$ cat src/rtl/vga_timing_pkg.sv
// Shared VGA timing defaults, scan phase encoding and the phase-advance helper
// used by both the horizontal and vertical scan FSMs.
package vga_timing_pkg;

   localparam int unsigned CNT_W = 10;

   localparam int unsigned DEF_CLK_DIV  = 2;
   localparam int unsigned DEF_H_ACTIVE = 640;
   localparam int unsigned DEF_H_FP     = 16;
   localparam int unsigned DEF_H_SYNC   = 96;
   localparam int unsigned DEF_H_BP     = 48;
   localparam int unsigned DEF_V_ACTIVE = 480;
   localparam int unsigned DEF_V_FP     = 10;
   localparam int unsigned DEF_V_SYNC   = 2;
   localparam int unsigned DEF_V_BP     = 33;

   localparam int unsigned DEF_H_TOTAL = DEF_H_ACTIVE + DEF_H_FP + DEF_H_SYNC + DEF_H_BP;
   localparam int unsigned DEF_V_TOTAL = DEF_V_ACTIVE + DEF_V_FP + DEF_V_SYNC + DEF_V_BP;

   typedef enum logic [1:0] {
      ACTIVE = 2'd0,
      FRONT  = 2'd1,
      SYNC   = 2'd2,
      BACK   = 2'd3
   } scan_phase_e;

   // Phase the scan enters when its counter moves to 'pos'; a phase is left
   // only when the counter lands exactly on the first position of the next one.
   function automatic scan_phase_e next_phase(input scan_phase_e cur,
                                              input int unsigned pos,
                                              input int unsigned active_len,
                                              input int unsigned fp_len,
                                              input int unsigned sync_len);
      next_phase = cur;
      case (cur)
         ACTIVE:  if (pos == active_len)                     next_phase = FRONT;
         FRONT:   if (pos == active_len + fp_len)            next_phase = SYNC;
         SYNC:    if (pos == active_len + fp_len + sync_len) next_phase = BACK;
         BACK:    if (pos == 0)                              next_phase = ACTIVE;
         default: next_phase = cur;
      endcase
   endfunction

endpackage

$ cat src/rtl/pixel_tick_gen.sv
// Pixel-rate enable generator: divides the master clock by CLK_DIV and emits a
// one-clk pix_en on the cycle the divider wraps. No derived clocks are created.
module pixel_tick_gen #(
   parameter int unsigned CLK_DIV = 2
) (
   input  logic clk,
   input  logic rst,
   input  logic en,
   output logic pix_en
);

   localparam int unsigned DIV_W = (CLK_DIV > 1) ? $clog2(CLK_DIV) : 1;
   localparam logic [DIV_W-1:0] DIV_LAST = DIV_W'(CLK_DIV - 1);

   logic [DIV_W-1:0] div_q;
   logic [DIV_W-1:0] div_d;
   logic             wrap;

   // Divider advances only while enabled; a held divider keeps the pixel phase.
   always_comb begin
      // NOTE: every combinational output gets a default first so no path can
      // leave it unassigned and infer a latch.
      div_d = div_q;
      wrap  = en && (div_q == DIV_LAST);
      if (en) begin
         div_d = wrap ? '0 : div_q + DIV_W'(1);
      end
      // Gated by rst so that CLK_DIV=1 still shows pix_en=0 while in reset.
      pix_en = wrap && !rst;
   end

   // Divider state register.
   always_ff @(posedge clk or posedge rst) begin
      // NOTE: sequential state uses non-blocking assignments so every flop
      // samples values from before the edge, regardless of statement order.
      if (rst) begin
         div_q <= '0;
      end else begin
         div_q <= div_d;
      end
   end

endmodule

$ cat src/rtl/vga_sync_ctrl.sv
// VGA timing controller: scan counters, phase FSMs and registered decode of
// hsync/vsync/video_on and line/frame markers, all advanced by pix_en on clk.
module vga_sync_ctrl
   import vga_timing_pkg::*;
#(
   parameter int unsigned CLK_DIV  = DEF_CLK_DIV,
   parameter int unsigned H_ACTIVE = DEF_H_ACTIVE,
   parameter int unsigned H_FP     = DEF_H_FP,
   parameter int unsigned H_SYNC   = DEF_H_SYNC,
   parameter int unsigned H_BP     = DEF_H_BP,
   parameter int unsigned V_ACTIVE = DEF_V_ACTIVE,
   parameter int unsigned V_FP     = DEF_V_FP,
   parameter int unsigned V_SYNC   = DEF_V_SYNC,
   parameter int unsigned V_BP     = DEF_V_BP,
   parameter bit          SYNC_POL = 1'b0
) (
   input  logic             clk,
   input  logic             rst,
   input  logic             en,
   output logic             pix_en,
   output logic [CNT_W-1:0] hcount,
   output logic [CNT_W-1:0] vcount,
   output logic             hsync,
   output logic             vsync,
   output logic             video_on,
   output logic             line_start,
   output logic             frame_start
);

   localparam int unsigned H_TOTAL = H_ACTIVE + H_FP + H_SYNC + H_BP;
   localparam int unsigned V_TOTAL = V_ACTIVE + V_FP + V_SYNC + V_BP;
   localparam logic [CNT_W-1:0] H_LAST = CNT_W'(H_TOTAL - 1);
   localparam logic [CNT_W-1:0] V_LAST = CNT_W'(V_TOTAL - 1);

   // The phase FSMs need every phase to be at least one unit wide.
   if (H_TOTAL > 1024 || V_TOTAL > 1024 || CLK_DIV < 1 ||
       H_ACTIVE < 1 || H_FP < 1 || H_SYNC < 1 || H_BP < 1 ||
       V_ACTIVE < 1 || V_FP < 1 || V_SYNC < 1 || V_BP < 1) begin : g_bad_timing
      $error("vga_sync_ctrl: illegal timing parameters");
   end

   pixel_tick_gen #(
      .CLK_DIV (CLK_DIV)
   ) u_tick (
      .clk    (clk),
      .rst    (rst),
      .en     (en),
      .pix_en (pix_en)
   );

   logic [CNT_W-1:0] hcount_q, hcount_d, vcount_q, vcount_d;
   logic [CNT_W-1:0] h_nxt, v_nxt;
   logic             h_wrap;
   scan_phase_e      h_phase_q, h_phase_d, v_phase_q, v_phase_d;
   logic             hsync_q, hsync_d, vsync_q, vsync_d;
   logic             video_on_q, video_on_d;
   logic             line_start_q, line_start_d, frame_start_q, frame_start_d;

   // Next scan position and decode, so outputs register in the same clk as the counts.
   always_comb begin
      h_wrap = (hcount_q == H_LAST);
      h_nxt  = h_wrap ? '0 : hcount_q + CNT_W'(1);
      v_nxt  = vcount_q;
      if (h_wrap) begin
         v_nxt = (vcount_q == V_LAST) ? '0 : vcount_q + CNT_W'(1);
      end

      hcount_d      = hcount_q;
      vcount_d      = vcount_q;
      h_phase_d     = h_phase_q;
      v_phase_d     = v_phase_q;
      hsync_d       = hsync_q;
      vsync_d       = vsync_q;
      video_on_d    = video_on_q;
      line_start_d  = 1'b0;
      frame_start_d = 1'b0;

      if (pix_en) begin
         hcount_d  = h_nxt;
         vcount_d  = v_nxt;
         h_phase_d = next_phase(h_phase_q, 32'(h_nxt), H_ACTIVE, H_FP, H_SYNC);
         if (h_wrap) begin
            v_phase_d = next_phase(v_phase_q, 32'(v_nxt), V_ACTIVE, V_FP, V_SYNC);
         end
         hsync_d       = (h_phase_d == SYNC) ? SYNC_POL : ~SYNC_POL;
         vsync_d       = (v_phase_d == SYNC) ? SYNC_POL : ~SYNC_POL;
         video_on_d    = (h_phase_d == ACTIVE) && (v_phase_d == ACTIVE);
         line_start_d  = (h_nxt == '0);
         frame_start_d = (h_nxt == '0) && (v_nxt == '0);
      end
   end

   // Scan state: reset parks on the last pixel so the first tick lands on (0,0).
   always_ff @(posedge clk or posedge rst) begin
      if (rst) begin
         hcount_q      <= H_LAST;
         vcount_q      <= V_LAST;
         h_phase_q     <= BACK;
         v_phase_q     <= BACK;
         hsync_q       <= ~SYNC_POL;
         vsync_q       <= ~SYNC_POL;
         video_on_q    <= 1'b0;
         line_start_q  <= 1'b0;
         frame_start_q <= 1'b0;
      end else begin
         hcount_q      <= hcount_d;
         vcount_q      <= vcount_d;
         h_phase_q     <= h_phase_d;
         v_phase_q     <= v_phase_d;
         hsync_q       <= hsync_d;
         vsync_q       <= vsync_d;
         video_on_q    <= video_on_d;
         line_start_q  <= line_start_d;
         frame_start_q <= frame_start_d;
      end
   end

   assign hcount      = hcount_q;
   assign vcount      = vcount_q;
   assign hsync       = hsync_q;
   assign vsync       = vsync_q;
   assign video_on    = video_on_q;
   assign line_start  = line_start_q;
   assign frame_start = frame_start_q;

endmodule

$ cat config.mk
export PLATFORM = sky130hd
export DESIGN_NAME = vga_sync_ctrl
export DESIGN_NICKNAME = d
export VERILOG_FILES = /design/src/rtl/vga_timing_pkg.sv /design/src/rtl/pixel_tick_gen.sv /design/src/rtl/vga_sync_ctrl.sv
export SDC_FILE = /design/constraint.sdc
export NUM_CORES = 1
export LEC_CHECK = 0
export ABC_AREA = 1
export CELL_PAD_IN_SITES_DETAIL_PLACEMENT = 0
export CELL_PAD_IN_SITES_GLOBAL_PLACEMENT = 1
export CORE_ASPECT_RATIO = 0.9
export CORE_MARGIN = 4
export CORE_UTILIZATION = 42
export DETAILED_ROUTE_END_ITERATION = 6
export GPL_ROUTABILITY_DRIVEN = 0
export GPL_TIMING_DRIVEN = 0
export PLACE_DENSITY_LB_ADDON = 0.1
export SYNTH_ARGS = -nofsm -noshare
export SYNTH_HDL_FRONTEND = slang
export SYNTH_SLANG_ARGS = --single-unit
$ cat constraint.sdc
create_clock -name clk -period 5.27 [get_ports clk]
set_input_delay 1.054 -clock clk [delete_from_list [all_inputs] [get_ports clk]]
set_output_delay 1.054 -clock clk [all_outputs]
set_load 0.02 [all_outputs]
==> results by group <==
Worst setup path
  – Critical Path Sink Type: output port
  – Critical path arrival: 3.22 ns
  – Startpoint Class: input pin
  – Crit Path Max Fanout: 10
  – Type of the worst setup path: input pin to output port
  – CP required: 4.22 ns

Final layout
  – Register area: 771 um^2
  – Area of the multi-input gates: 1210 um^2
  – Fill cell count: 508
  – Syn-to-layout area delta: 20.8%
  – # diodes: 0
  – Final non-filler cell total: 436
  – Share of layout cells above drive strength 1: 12.4%
  – Final net count: 377

Clock tree
  – CTS tree: built
  – Hold Buf Count CTS: 0
  – Clock Tree Buf Depth: 2
  – Clk root buf: clkbuf_8
  – CTS Sinks: 30
  – Post-CTS Setup Bufs: 0
  – CTS H-tree lvls: 2
  – CTS clk-pin slew, worst paths: 0.07 ns
  – CTS Buf Count: 5
  – Later-pin clock latency in the skew report: 0.29 ns
  – Post-CTS resize count: 0

Global routing
  – Gr usage total: 19.2%
  – Largest net degree at the start of global routing: 31
  – Number of global-route vias before repair: 1,993
  – Global-route wire length before repair: 10,000 um
  – Initial antenna violation count: 0
  – Overflow after GRT: 0

Power and ir drop
  – Leak pwr: 1.26 nW
  – Power Density: 404 nW/um^2
  – VDD IR max: 0.000210 V

STA
  – Clk_skew: 0.00843 ns
  – Total negative slack: 0 ns
  – Minimum clock period after layout: 4.28 ns
  – Hold Fails Final Rpt: 0
  – Final setup violation count: 0
  – Slew @ Worst Pin: 1.19 ns
  – Slew HR: 20.4%
  – Max Fclk: 234 MHz
  – Max-slew violations: 0
  – Final Cycle Share: 81.2%
  – RSZ-0062 raised after global routing: no

Yosys
  – Number of synthesized flops with an enable pin: 0
  – Yosys reg bits: 30
  – Ys Warns: 0
  – Post-synth net total: 342
  – Syn Inst Count: 335
  – Most used DFF post-synth: dfstp_2
  – Register area share after synthesis: 35.1%
  – Cell variety after synth: 26
  – Mapped Area: 2190 um^2
  – Syn Area/Cell: 6.55 um^2
  – Post-synth ARST share: 100%

Die
  – Die Area: 6450 um^2
  – Core area: 4950 um^2
  – I/O pins: 29
  – Die height: 76.6 um
  – Rows: 24
  – Initial Util: 44.3%
  – Die W: 84.2 um

Detailed routing
  – Mean routed wirelength per cell: 13.2 um
  – Initial DRT Pass Iterations: 4
  – Antenna viol nets, final: 0
  – Residual DRC count: 0
  – Final WL: 5760 um
  – Iter 0 DRT Violations: 144
  – Vias per cell: 4.91
  – DR vias: 2,140

Run status
  – Status: complete, no violations

Placed design
  – DP HPWL: 4390 um
  – Buffers on Ports: 28
  – Placed cells: 428

Job
  – Max Cap Viol: 0

Min path
  – HP Class: flop to flop
-- sequential cells by signal (all words and copies together) (netlist names) --
signal	flops
frame_start	1
h_phase_q	2
hcount	10
hsync	1
line_start	1
u_tick.div_q	1
v_phase_q	2
vcount	10
video_on	1
vsync	1
-- critical path, cell delays in order --
cell	delay (ns)
clkdlybuf4s50_1	0.49
nand2_1	0.05
nor2_1	0.45
clkbuf_1	0.47
clkdlybuf4s50_1	0.70
-- final cells by class --
type	count	share of cell area, %
buffer	7	1.70
inverter	45	6.47
multi-input combinational	253	45.5
clock inverter	2	0.472
sequential	30	29.1
tap	65	3.07
clock buffer	6	3.11
timing repair buffer	28	10.6
-- power breakdown --
part           total, W  leakage [nW]  switching (W)  internal [W]
combinational  0.000469         0.854       0.000284      0.000185
clock          0.000200        0.0472      0.0000953      0.000105
sequential     0.000403         0.356      0.0000819      0.000321
-- synthesized netlist by cell type (all sizes together), types with 2 or more instances --
master  count  area (um^2)
o21ai      23          115
buf         2         26.3
nor3        5         25.0
nand2     120          463
o21bai      2         15.0
a21oi       2         13.8
nor2       48          214
clkbuf      5         18.8
ha          4         50.1
dfstp      16          420
nand4      10         68.8
dfrtp      14          350
inv        45          171
nand3      37          225
-- cell families (layout without fill, tap and decap cells) --
kind of cell             Yosys count  count (layout)  synth area share, %
AO/OA/AOI/OAI                     28              28                 6.96
XOR/XNOR                           1               1                0.399
flip-flops                        30              30                 35.1
AND/OR/NAND/NOR                  220             220                 45.4
buffers and inverters             52              88                 9.86
adder cells (fa/ha/maj)            4               4                 2.28
-- per-layer routing --
metal	global-route usage [%]	vias to the layer above	wire, um
li1	-	1137	-
met3	3.68	7	258
met1	29.6	961	3110
met5	0	-	0
met2	27.4	35	2340
met4	3.86	0	53
-- path summary, 6_finish.rpt --
check                                   from  slack [ns]           end  depth (start not counted)
worst max-delay path                      en        0.99        pix_en                          5
worst min-delay path            u_tick.div_q        0.47  u_tick.div_q                          1
worst max register to register     hcount[0]        2.77      video_on                         16
worst min register to register  u_tick.div_q        0.47  u_tick.div_q                          1
max in group asynchronous                rst        3.14     vcount[4]                          2
min in group asynchronous                rst        1.41    line_start                          2
-- per-stage QoR --
| step | worst slack [ns] | cell area (um^2) | hold WS (ns) | utilization (%) | total power, W |
|---|---|---|---|---|---|
| 6_report | 0.992 | 2650 | 0.475 | 53.5 | 0.00107 |
| 5_1_grt | 0.806 | 2650 | 0.508 | 53.5 | 0.00117 |
| 3_5_place_dp | 1.01 | 2560 | 0.462 | 51.6 | 0.000877 |
| 3_3_place_gp | 0.990 | 2560 | 0.452 | 51.6 | 0.000873 |
| 4_1_cts | 0.994 | 2650 | 0.475 | 53.5 | 0.00108 |
| 2_1_floorplan | 2.41 | 2190 | 0.439 | - | 0.000703 |
-- cells in the final DEF, fill, tap and decap left out, drive strengths merged, types with 2 or more instances in the layout --
| master | instances |
|---|---|
| o21bai | 2 |
| o21ai | 23 |
| nand3 | 37 |
| nand4 | 10 |
| ha | 4 |
| buf | 2 |
| clkdlybuf4s50 | 28 |
| clkbuf | 11 |
| nor2 | 48 |
| dfstp | 16 |
| dfrtp | 14 |
| nor3 | 5 |
| inv | 45 |
| nand2 | 120 |
| a21oi | 2 |
Note: power is estimated with default switching activity, not from simulation.
